--- config.mk ---
export PLATFORM = sky130hd
export DESIGN_NAME = ahb_lite_1xn_dec_flat
export DESIGN_NICKNAME = d
export VERILOG_FILES = /design/src/rtl/ahb_lite_1xn_dec_if.sv /design/src/rtl/ahb_lite_1xn_dec.sv /design/src/flat_wrapper.sv
export SDC_FILE = /design/constraint.sdc
export NUM_CORES = 1
export LEC_CHECK = 0
export CAP_MARGIN = 20
export CORE_AREA = 2 2 180 182
export DETAILED_ROUTE_END_ITERATION = 8
export DIE_AREA = 0 0 182 184
export DONT_BUFFER_PORTS = 1
export PLACE_DENSITY = 0.3
export SYNTH_ARGS = -nofsm -noshare
export SYNTH_HDL_FRONTEND = slang
export SYNTH_SLANG_ARGS = --single-unit
--- constraint.sdc ---
create_clock -name HCLK -period 3.6 [get_ports HCLK]
set_input_delay 0.54 -clock HCLK [delete_from_list [all_inputs] [get_ports HCLK]]
set_output_delay 0.54 -clock HCLK [all_outputs]
set_load 0.05 [all_outputs]
--- src/rtl/ahb_lite_1xn_dec_if.sv ---
// ----------------------------------------------------------------------------
// ahb_lite_1xn_dec_if
// Bundle of every AHB-Lite signal around the 1-master/N-slave fabric. It holds
// the upstream link to the core master (s_*) and the broadcast links to the
// N slave ports (m_*). The per-port signals are packed arrays indexed by port.
//
// Modports
//   slave  : the fabric's view. It receives the master request and the slave
//            responses, and drives the master response and the per-port
//            request/select signals.
//   master : the surrounding system's view (core master plus slave models).
//            It has the opposite directions.
// ----------------------------------------------------------------------------
interface ahb_lite_1xn_dec_if #(
    parameter int HDATA_WIDTH = 64,
    parameter int HADDR_WIDTH = 17,
    parameter int HPORT_COUNT = 2
);
    // Upstream master request
    logic [HADDR_WIDTH-1:0]                  s_HADDR;
    logic [1:0]                              s_HTRANS;
    logic [2:0]                              s_HSIZE;
    logic                                    s_HWRITE;
    logic [HDATA_WIDTH-1:0]                  s_HWDATA;

    // Upstream response back to the master
    logic [HDATA_WIDTH-1:0]                  s_HRDATA;
    logic                                    s_HREADY;
    logic                                    s_HRESP;

    // Broadcast request to each slave port
    logic [HPORT_COUNT-1:0][HADDR_WIDTH-1:0] m_HADDR;
    logic [HPORT_COUNT-1:0][1:0]             m_HTRANS;
    logic [HPORT_COUNT-1:0][2:0]             m_HSIZE;
    logic [HPORT_COUNT-1:0]                  m_HWRITE;
    logic [HPORT_COUNT-1:0][HDATA_WIDTH-1:0] m_HWDATA;
    logic [HPORT_COUNT-1:0]                  m_HSEL;
    logic [HPORT_COUNT-1:0]                  m_HREADY;

    // Responses from each slave port
    logic [HPORT_COUNT-1:0][HDATA_WIDTH-1:0] m_HRDATA;
    logic [HPORT_COUNT-1:0]                  m_HRESP;
    logic [HPORT_COUNT-1:0]                  m_HREADYOUT;

    modport slave (
        input  s_HADDR, s_HTRANS, s_HSIZE, s_HWRITE, s_HWDATA,
        output s_HRDATA, s_HREADY, s_HRESP,
        output m_HADDR, m_HTRANS, m_HSIZE, m_HWRITE, m_HWDATA, m_HSEL, m_HREADY,
        input  m_HRDATA, m_HRESP, m_HREADYOUT
    );

    modport master (
        output s_HADDR, s_HTRANS, s_HSIZE, s_HWRITE, s_HWDATA,
        input  s_HRDATA, s_HREADY, s_HRESP,
        input  m_HADDR, m_HTRANS, m_HSIZE, m_HWRITE, m_HWDATA, m_HSEL, m_HREADY,
        output m_HRDATA, m_HRESP, m_HREADYOUT
    );
endinterface

--- src/rtl/ahb_lite_1xn_dec.sv ---
// ----------------------------------------------------------------------------
// ahb_lite_1xn_dec
// AHB-Lite fabric that connects one master to N slaves. It contains:
//   - an address decoder that compares against a BASE/MASK pair for each port,
//   - a default slave that returns a 2-cycle ERROR for unmapped NONSEQ/SEQ
//     transfers,
//   - a watchdog for hung slaves. When a data phase stalls for TIMEOUT cycles,
//     the watchdog ends it with ERROR and fences that port off until the slave
//     raises HREADYOUT again.
// On mapped paths the fabric adds no wait states.
//
// Ports
//   HCLK, HRESET   clock and asynchronous active-high reset
//   bus            ahb_lite_1xn_dec_if.slave, which carries the master link
//                  (s_*) and the N slave links (m_*)
//   hung           per-port flag, set while that port is fenced after a timeout
//   err_unmapped   1-cycle pulse during the first ERROR cycle of an unmapped
//                  access
//   err_timeout    1-cycle pulse during the first ERROR cycle of a watchdog
//                  abort
// ----------------------------------------------------------------------------
module ahb_lite_1xn_dec #(
    parameter int HDATA_WIDTH = 64,
    parameter int HADDR_WIDTH = 17,
    parameter int HPORT_COUNT = 2,
    parameter logic [HPORT_COUNT-1:0][HADDR_WIDTH-1:0] PORT_BASE = {17'h10000, 17'h00000},
    parameter logic [HPORT_COUNT-1:0][HADDR_WIDTH-1:0] PORT_MASK = {17'h18000, 17'h18000},
    parameter int TIMEOUT     = 256
) (
    input  logic                   HCLK,
    input  logic                   HRESET,
    ahb_lite_1xn_dec_if.slave      bus,
    output logic [HPORT_COUNT-1:0] hung,
    output logic                   err_unmapped,
    output logic                   err_timeout
);

    localparam int PW     = (HPORT_COUNT > 1) ? $clog2(HPORT_COUNT) : 1;
    localparam int WCNT_W = (TIMEOUT > 0) ? $clog2(TIMEOUT + 1) : 1;
    localparam logic [WCNT_W-1:0] WCNT_LAST = (TIMEOUT > 0) ? WCNT_W'(TIMEOUT - 1) : '0;

    typedef enum logic [1:0] {
        DP_NONE = 2'd0,
        DP_PORT = 2'd1,
        ERR1    = 2'd2,
        ERR2    = 2'd3
    } dpState_e;

    dpState_e               state_q, state_d;
    logic [PW-1:0]          port_q, port_d;
    logic [WCNT_W-1:0]      wcnt_q, wcnt_d;
    logic [HPORT_COUNT-1:0] hung_q, hung_d;
    logic                   errTimeout_q, errTimeout_d;

    logic [PW-1:0]          winIdx;
    logic                   winValid;
    logic                   mapped;
    logic [HPORT_COUNT-1:0] sel;
    logic                   accept;
    logic                   sReady;
    logic                   sResp;
    logic [HDATA_WIDTH-1:0] sRdata;

    // The request wires go to every port unchanged. Only HSEL picks the target.
    assign bus.m_HADDR  = {HPORT_COUNT{bus.s_HADDR}};
    assign bus.m_HTRANS = {HPORT_COUNT{bus.s_HTRANS}};
    assign bus.m_HSIZE  = {HPORT_COUNT{bus.s_HSIZE}};
    assign bus.m_HWRITE = {HPORT_COUNT{bus.s_HWRITE}};
    assign bus.m_HWDATA = {HPORT_COUNT{bus.s_HWDATA}};

    // Address decoder. The loop scans from the highest index down, so on
    // overlapping windows the lowest matching index ends up as the winner.
    // A winner that is fenced counts as unmapped, so the default slave
    // answers in its place.
    always_comb begin
        winIdx   = '0;
        winValid = 1'b0;
        for (int i = HPORT_COUNT - 1; i >= 0; i--) begin
            if ((bus.s_HADDR & PORT_MASK[i]) == PORT_BASE[i]) begin
                winIdx   = PW'(i);
                winValid = 1'b1;
            end
        end
        mapped = winValid && !hung_q[winIdx];
        sel    = '0;
        if (mapped) begin
            sel[winIdx] = 1'b1;
        end
    end

    assign bus.m_HSEL = sel;

    // A fenced slave sees its own HREADYOUT as HREADY, so it can finish its
    // abandoned transfer without holding up the rest of the bus.
    assign bus.m_HREADY = (hung_q & bus.m_HREADYOUT) | (~hung_q & {HPORT_COUNT{sReady}});

    // Data-phase FSM. This block computes the next state and the upstream
    // response. A new address phase is taken in any cycle where the master
    // sees HREADY high: in DP_NONE, in ERR2, or on the final cycle of a port
    // data phase.
    always_comb begin
        state_d      = state_q;
        port_d       = port_q;
        wcnt_d       = '0;
        errTimeout_d = errTimeout_q;
        hung_d       = hung_q & ~bus.m_HREADYOUT;
        sReady       = 1'b1;
        sResp        = 1'b0;
        sRdata       = '0;
        accept       = 1'b0;

        case (state_q)
            DP_NONE: begin
                accept = 1'b1;
            end
            DP_PORT: begin
                sRdata = bus.m_HRDATA[port_q];
                sReady = bus.m_HREADYOUT[port_q];
                sResp  = bus.m_HRESP[port_q];
                // If the slave becomes ready in the threshold cycle, the
                // transfer completes normally and no timeout is raised.
                if (bus.m_HREADYOUT[port_q]) begin
                    accept = 1'b1;
                end else if ((TIMEOUT != 0) && (wcnt_q == WCNT_LAST)) begin
                    state_d         = ERR1;
                    errTimeout_d    = 1'b1;
                    hung_d[port_q]  = 1'b1;
                end else begin
                    wcnt_d = (wcnt_q == '1) ? wcnt_q : wcnt_q + 1'b1;
                end
            end
            ERR1: begin
                sReady  = 1'b0;
                sResp   = 1'b1;
                state_d = ERR2;
            end
            ERR2: begin
                sResp  = 1'b1;
                accept = 1'b1;
            end
            default: begin
                state_d = DP_NONE;
            end
        endcase

        // Choose the next data phase from the address phase accepted this cycle.
        if (accept) begin
            if (mapped) begin
                state_d = DP_PORT;
                port_d  = winIdx;
            end else if (bus.s_HTRANS[1]) begin
                state_d      = ERR1;
                errTimeout_d = 1'b0;
            end else begin
                state_d = DP_NONE;
            end
        end
    end

    // State registers. Reset drops any transfer in flight and clears all
    // fences.
    always_ff @(posedge HCLK or posedge HRESET) begin
        if (HRESET) begin
            state_q      <= DP_NONE;
            port_q       <= '0;
            wcnt_q       <= '0;
            hung_q       <= '0;
            errTimeout_q <= 1'b0;
        end else begin
            state_q      <= state_d;
            port_q       <= port_d;
            wcnt_q       <= wcnt_d;
            hung_q       <= hung_d;
            errTimeout_q <= errTimeout_d;
        end
    end

    assign bus.s_HREADY = sReady;
    assign bus.s_HRESP  = sResp;
    assign bus.s_HRDATA = sRdata;

    assign hung         = hung_q;
    assign err_unmapped = (state_q == ERR1) && !errTimeout_q;
    assign err_timeout  = (state_q == ERR1) && errTimeout_q;

endmodule

--- src/flat_wrapper.sv ---
// flat-port wrapper written by rule: the top's interface ports become plain ports
module ahb_lite_1xn_dec_flat 
#(
    parameter int HDATA_WIDTH = 64,
    parameter int HADDR_WIDTH = 17,
    parameter int HPORT_COUNT = 2,
    parameter logic [HPORT_COUNT-1:0][HADDR_WIDTH-1:0] PORT_BASE = {17'h10000, 17'h00000},
    parameter logic [HPORT_COUNT-1:0][HADDR_WIDTH-1:0] PORT_MASK = {17'h18000, 17'h18000},
    parameter int TIMEOUT     = 256
)
  (HCLK, HRESET, hung, err_unmapped, err_timeout, bus_s_HADDR, bus_s_HTRANS, bus_s_HSIZE, bus_s_HWRITE, bus_s_HWDATA, bus_s_HRDATA, bus_s_HREADY, bus_s_HRESP, bus_m_HADDR, bus_m_HTRANS, bus_m_HSIZE, bus_m_HWRITE, bus_m_HWDATA, bus_m_HSEL, bus_m_HREADY, bus_m_HRDATA, bus_m_HRESP, bus_m_HREADYOUT);
  ahb_lite_1xn_dec_if #(.HDATA_WIDTH(HDATA_WIDTH), .HADDR_WIDTH(HADDR_WIDTH), .HPORT_COUNT(HPORT_COUNT)) bus_i ();
  input  logic HCLK;
  input  logic HRESET;
  output logic [HPORT_COUNT-1:0] hung;
  output logic err_unmapped;
  output logic err_timeout;
  input wire logic [$bits(bus_i.s_HADDR)-1:0] bus_s_HADDR;
  input wire logic [$bits(bus_i.s_HTRANS)-1:0] bus_s_HTRANS;
  input wire logic [$bits(bus_i.s_HSIZE)-1:0] bus_s_HSIZE;
  input wire logic [$bits(bus_i.s_HWRITE)-1:0] bus_s_HWRITE;
  input wire logic [$bits(bus_i.s_HWDATA)-1:0] bus_s_HWDATA;
  output wire logic [$bits(bus_i.s_HRDATA)-1:0] bus_s_HRDATA;
  output wire logic [$bits(bus_i.s_HREADY)-1:0] bus_s_HREADY;
  output wire logic [$bits(bus_i.s_HRESP)-1:0] bus_s_HRESP;
  output wire logic [$bits(bus_i.m_HADDR)-1:0] bus_m_HADDR;
  output wire logic [$bits(bus_i.m_HTRANS)-1:0] bus_m_HTRANS;
  output wire logic [$bits(bus_i.m_HSIZE)-1:0] bus_m_HSIZE;
  output wire logic [$bits(bus_i.m_HWRITE)-1:0] bus_m_HWRITE;
  output wire logic [$bits(bus_i.m_HWDATA)-1:0] bus_m_HWDATA;
  output wire logic [$bits(bus_i.m_HSEL)-1:0] bus_m_HSEL;
  output wire logic [$bits(bus_i.m_HREADY)-1:0] bus_m_HREADY;
  input wire logic [$bits(bus_i.m_HRDATA)-1:0] bus_m_HRDATA;
  input wire logic [$bits(bus_i.m_HRESP)-1:0] bus_m_HRESP;
  input wire logic [$bits(bus_i.m_HREADYOUT)-1:0] bus_m_HREADYOUT;
  assign bus_i.s_HADDR = bus_s_HADDR;
  assign bus_i.s_HTRANS = bus_s_HTRANS;
  assign bus_i.s_HSIZE = bus_s_HSIZE;
  assign bus_i.s_HWRITE = bus_s_HWRITE;
  assign bus_i.s_HWDATA = bus_s_HWDATA;
  assign bus_s_HRDATA = bus_i.s_HRDATA;
  assign bus_s_HREADY = bus_i.s_HREADY;
  assign bus_s_HRESP = bus_i.s_HRESP;
  assign bus_m_HADDR = bus_i.m_HADDR;
  assign bus_m_HTRANS = bus_i.m_HTRANS;
  assign bus_m_HSIZE = bus_i.m_HSIZE;
  assign bus_m_HWRITE = bus_i.m_HWRITE;
  assign bus_m_HWDATA = bus_i.m_HWDATA;
  assign bus_m_HSEL = bus_i.m_HSEL;
  assign bus_m_HREADY = bus_i.m_HREADY;
  assign bus_i.m_HRDATA = bus_m_HRDATA;
  assign bus_i.m_HRESP = bus_m_HRESP;
  assign bus_i.m_HREADYOUT = bus_m_HREADYOUT;
  ahb_lite_1xn_dec #(.HDATA_WIDTH(HDATA_WIDTH), .HADDR_WIDTH(HADDR_WIDTH), .HPORT_COUNT(HPORT_COUNT), .PORT_BASE(PORT_BASE), .PORT_MASK(PORT_MASK), .TIMEOUT(TIMEOUT)) u_core (.HCLK(HCLK), .HRESET(HRESET), .bus(bus_i), .hung(hung), .err_unmapped(err_unmapped), .err_timeout(err_timeout));
endmodule
==> results.ini <==
[synthesis]
synth_area_leaders=buf_4, mux2i_1, dfrtp_1, nor2_1, ha_1
yosysWarnings=0
synth_top_area_share_pct=41.3
synth_top_family_by_area=buffers and inverters
syn_nets=645
ys_seq_area_share_pct=11.8
synth_cells=419
synth_common_cells=buf_4, nor2_1, mux2i_1
synth-seq-cells=15
synth_xor_area_share_pct=0.276
synth_area_um2=3180
async_flop_share_pct=100
synth_cell_type_count=39
synth_fa_ha_area_share_pct=1.97
synth_area_leader_cell=buf_4
avgSynthCellArea_um2=7.58
yosys.area_share.simple_pct=14.4
synth_compound_area_share_pct=4.96
synth_edf_count=0
synthMuxAreaShare_pct=21.9
ys.flop_type=dfrtp_1
synth_most_common_cell=buf_4

[timing]
period_needed_ns=2.90
tns_ns=0
slew_viol_final=0
whs_ns=0.250
setup_viol=0
worst_pin_slew_ns=0.921
fin_crit_sh_pct=80.5
final_hold_viol_count=0
slew_headroom_pct=38.4
clock.fmax_mhz=345
finClkSkew_ns=0.00417
rsz0062_at_grt=false

[layout]
layout.nets=518
seq_area_um2=379
fill_cells=3686
multi_input_area_um2=1390
area_growth_pct=-10.8
drive_above_1_share_pct=25.8

[worst_setup_path]
critPathCaptureType=primary output
regToRegEndpoint=u_core.state_q[0]$_DFFE_PP0P_
arrival_ns=2.36
crit_type=register to primary output
r2r_start=u_core.state_q[1]$_DFFE_PP0P_
crit_path_start_kind=register
ff2ff_setup_slack_ns=1.36
reg2regPathDepth=7
crit_required_ns=3.06
cp_max_fo=24

[floorplan]
dieArea_um2=33500
core_um2=31400
die_h_um=184
rows=65
die_x_um=182
io_pins=469
initial_core_util_pct=10.1

[clock_network]
post_cts_resized=0
cts_setup_buffers=0
root_buffer=clkbuf_16
clockBufferDepth=2
cts_hold_buf=0
cts_max_level=1
cts_tree=built
cts-buffers-inserted=3
path_clk_slew_ns=0.05
clock_latency_ns=0.25
cts.sinks=15

[pwr]
combPwrFrac_pct=73.9
vdd_drop_max_uv=298
total_power_w=0.00204
swShare_pct=59.8
p_int_w=0.000821
p_leak_nw=1.27
clockPowerShare_pct=11.0
p_sw_w=0.00122
pwr-share-seq_pct=15.1
power_density_nw_per_um2=720

[place]
gp_congestion=0.785
place_hpwl_um=13500
port_buffers=0

[hold_path]
holdCritPathClass=primary input to async pin

[global_route]
grt_pass1_vias=2139
grt_pass1_wl_um=19100
grt_overflow_total=0
grt_use_total_pct=8.31
antenna_found_initial=5
grt_max_degree=44

[detailed_routing]
vias_per_cell=3.09
post_drt_wl_per_cell_um=21.7
drt_iter0_markers=112
route.detailed.drc=0
antenna_left=0
wirelength_um=15100
dr_total_vias=2147
detail_route.first_pass.iterations=4

[flow_run]
cap_violations=0

[status]
status=finished clean

==> power groups by stage <==
stage,clock (W),combinational [W],sequential [W]
after floorplan,0,0.00179,0.000201
after global placement,0,0.00153,0.000315
after detailed placement,0,0.00153,0.000317
after CTS,0.000231,0.00154,0.000314
after global routing,0.000237,0.00160,0.000323
final,0.000225,0.00151,0.000309
==> logic make-up (layout without fill, tap and decap cells) <==
| logic type | Yosys count | in the layout |
|---|---|---|
| flip-flops | 15 | 15 |
| buffers and inverters | 200 | 72 |
| adder cells (fa/ha/maj) | 5 | 5 |
| multiplexers | 69 | 69 |
| AND/OR/NAND/NOR | 106 | 106 |
| other | 0 | 2 |
| XOR/XNOR | 1 | 1 |
| AO/OA/AOI/OAI | 23 | 23 |
==> registers in the layout (all words and copies together), names as in the netlist <==
| name | cells |
|---|---|
| u_core.state_q | 2 |
| u_core.wcnt_q | 9 |
| u_core.errTimeout_q | 1 |
| u_core.hung | 2 |
| u_core.port_q | 1 |
==> worst max path at each step <==
stage,startpoint,end,slack [ns],depth (start not counted)
after detailed placement,u_core.port_q$_DFFE_PP0P_,bus_m_HREADY[1],0.96,4
after global routing,u_core.state_q[1]$_DFFE_PP0P_,bus_m_HREADY[1],0.57,6
after global placement,u_core.port_q$_DFFE_PP0P_,bus_m_HREADY[1],1.0,4
after floorplan,u_core.state_q[1]$_DFFE_PP0P_,bus_s_HRDATA[13],1.09,7
after CTS,u_core.state_q[1]$_DFFE_PP0P_,bus_m_HREADY[1],0.68,6
final,u_core.state_q[1]$_DFFE_PP0P_,bus_m_HREADY[1],0.70,6
==> metal layers <==
layer,track usage (%),up-vias,part of all wire [%]
met5,0,-,0.15
met4,4.00,4,3.3
met3,6.66,32,18
met2,12.7,225,46
met1,8.11,945,33
li1,-,941,-
==> per-stage QoR <==
step	std cells	area (um2)	worst slack [ns]	utilization, %
floorplan	419	3180	1.09	-
global placement	689	2750	0.995	8.76
detailed placement	689	2750	0.962	8.76
CTS	693	2830	0.683	9.02
global route	694	2830	0.574	9.02
finish	695	2840	0.702	9.03
==> critical path: stages (launching register included) <==
cell and delay (ns):
dfrtp_1 0.39, inv_1 0.11, ha_1 0.32, inv_2 0.25, o21a_2 0.32, inv_2 0.28, mux2_2 0.42
==> cells in the final DEF, fill, tap and decap left out, types with 2 or more instances in the layout <==
cell	count
nand2b_1	2
nor2_1	77
mux2i_1	66
dfrtp_1	14
a21oi_1	6
a21o_1	2
a31oi_1	6
nand2_1	6
diode_2	2
inv_2	2
and3_1	3
ha_1	5
nand3_1	6
nor3_1	3
clkbuf_16	3
inv_1	5
mux2_2	2
buf_4	61
==> cell type report <==
| cell class | count | share of cell area, % |
|---|---|---|
| Inverter | 7 | 0.927 |
| Antenna cell | 2 | 0.177 |
| Tap cell | 402 | 17.7 |
| Sequential cell | 15 | 13.4 |
| Multi-Input combinational cell | 204 | 48.9 |
| Clock buffer | 4 | 2.78 |
| Timing Repair Buffer | 61 | 16.2 |
No activity file was read; power rests on OpenSTA's default activity.
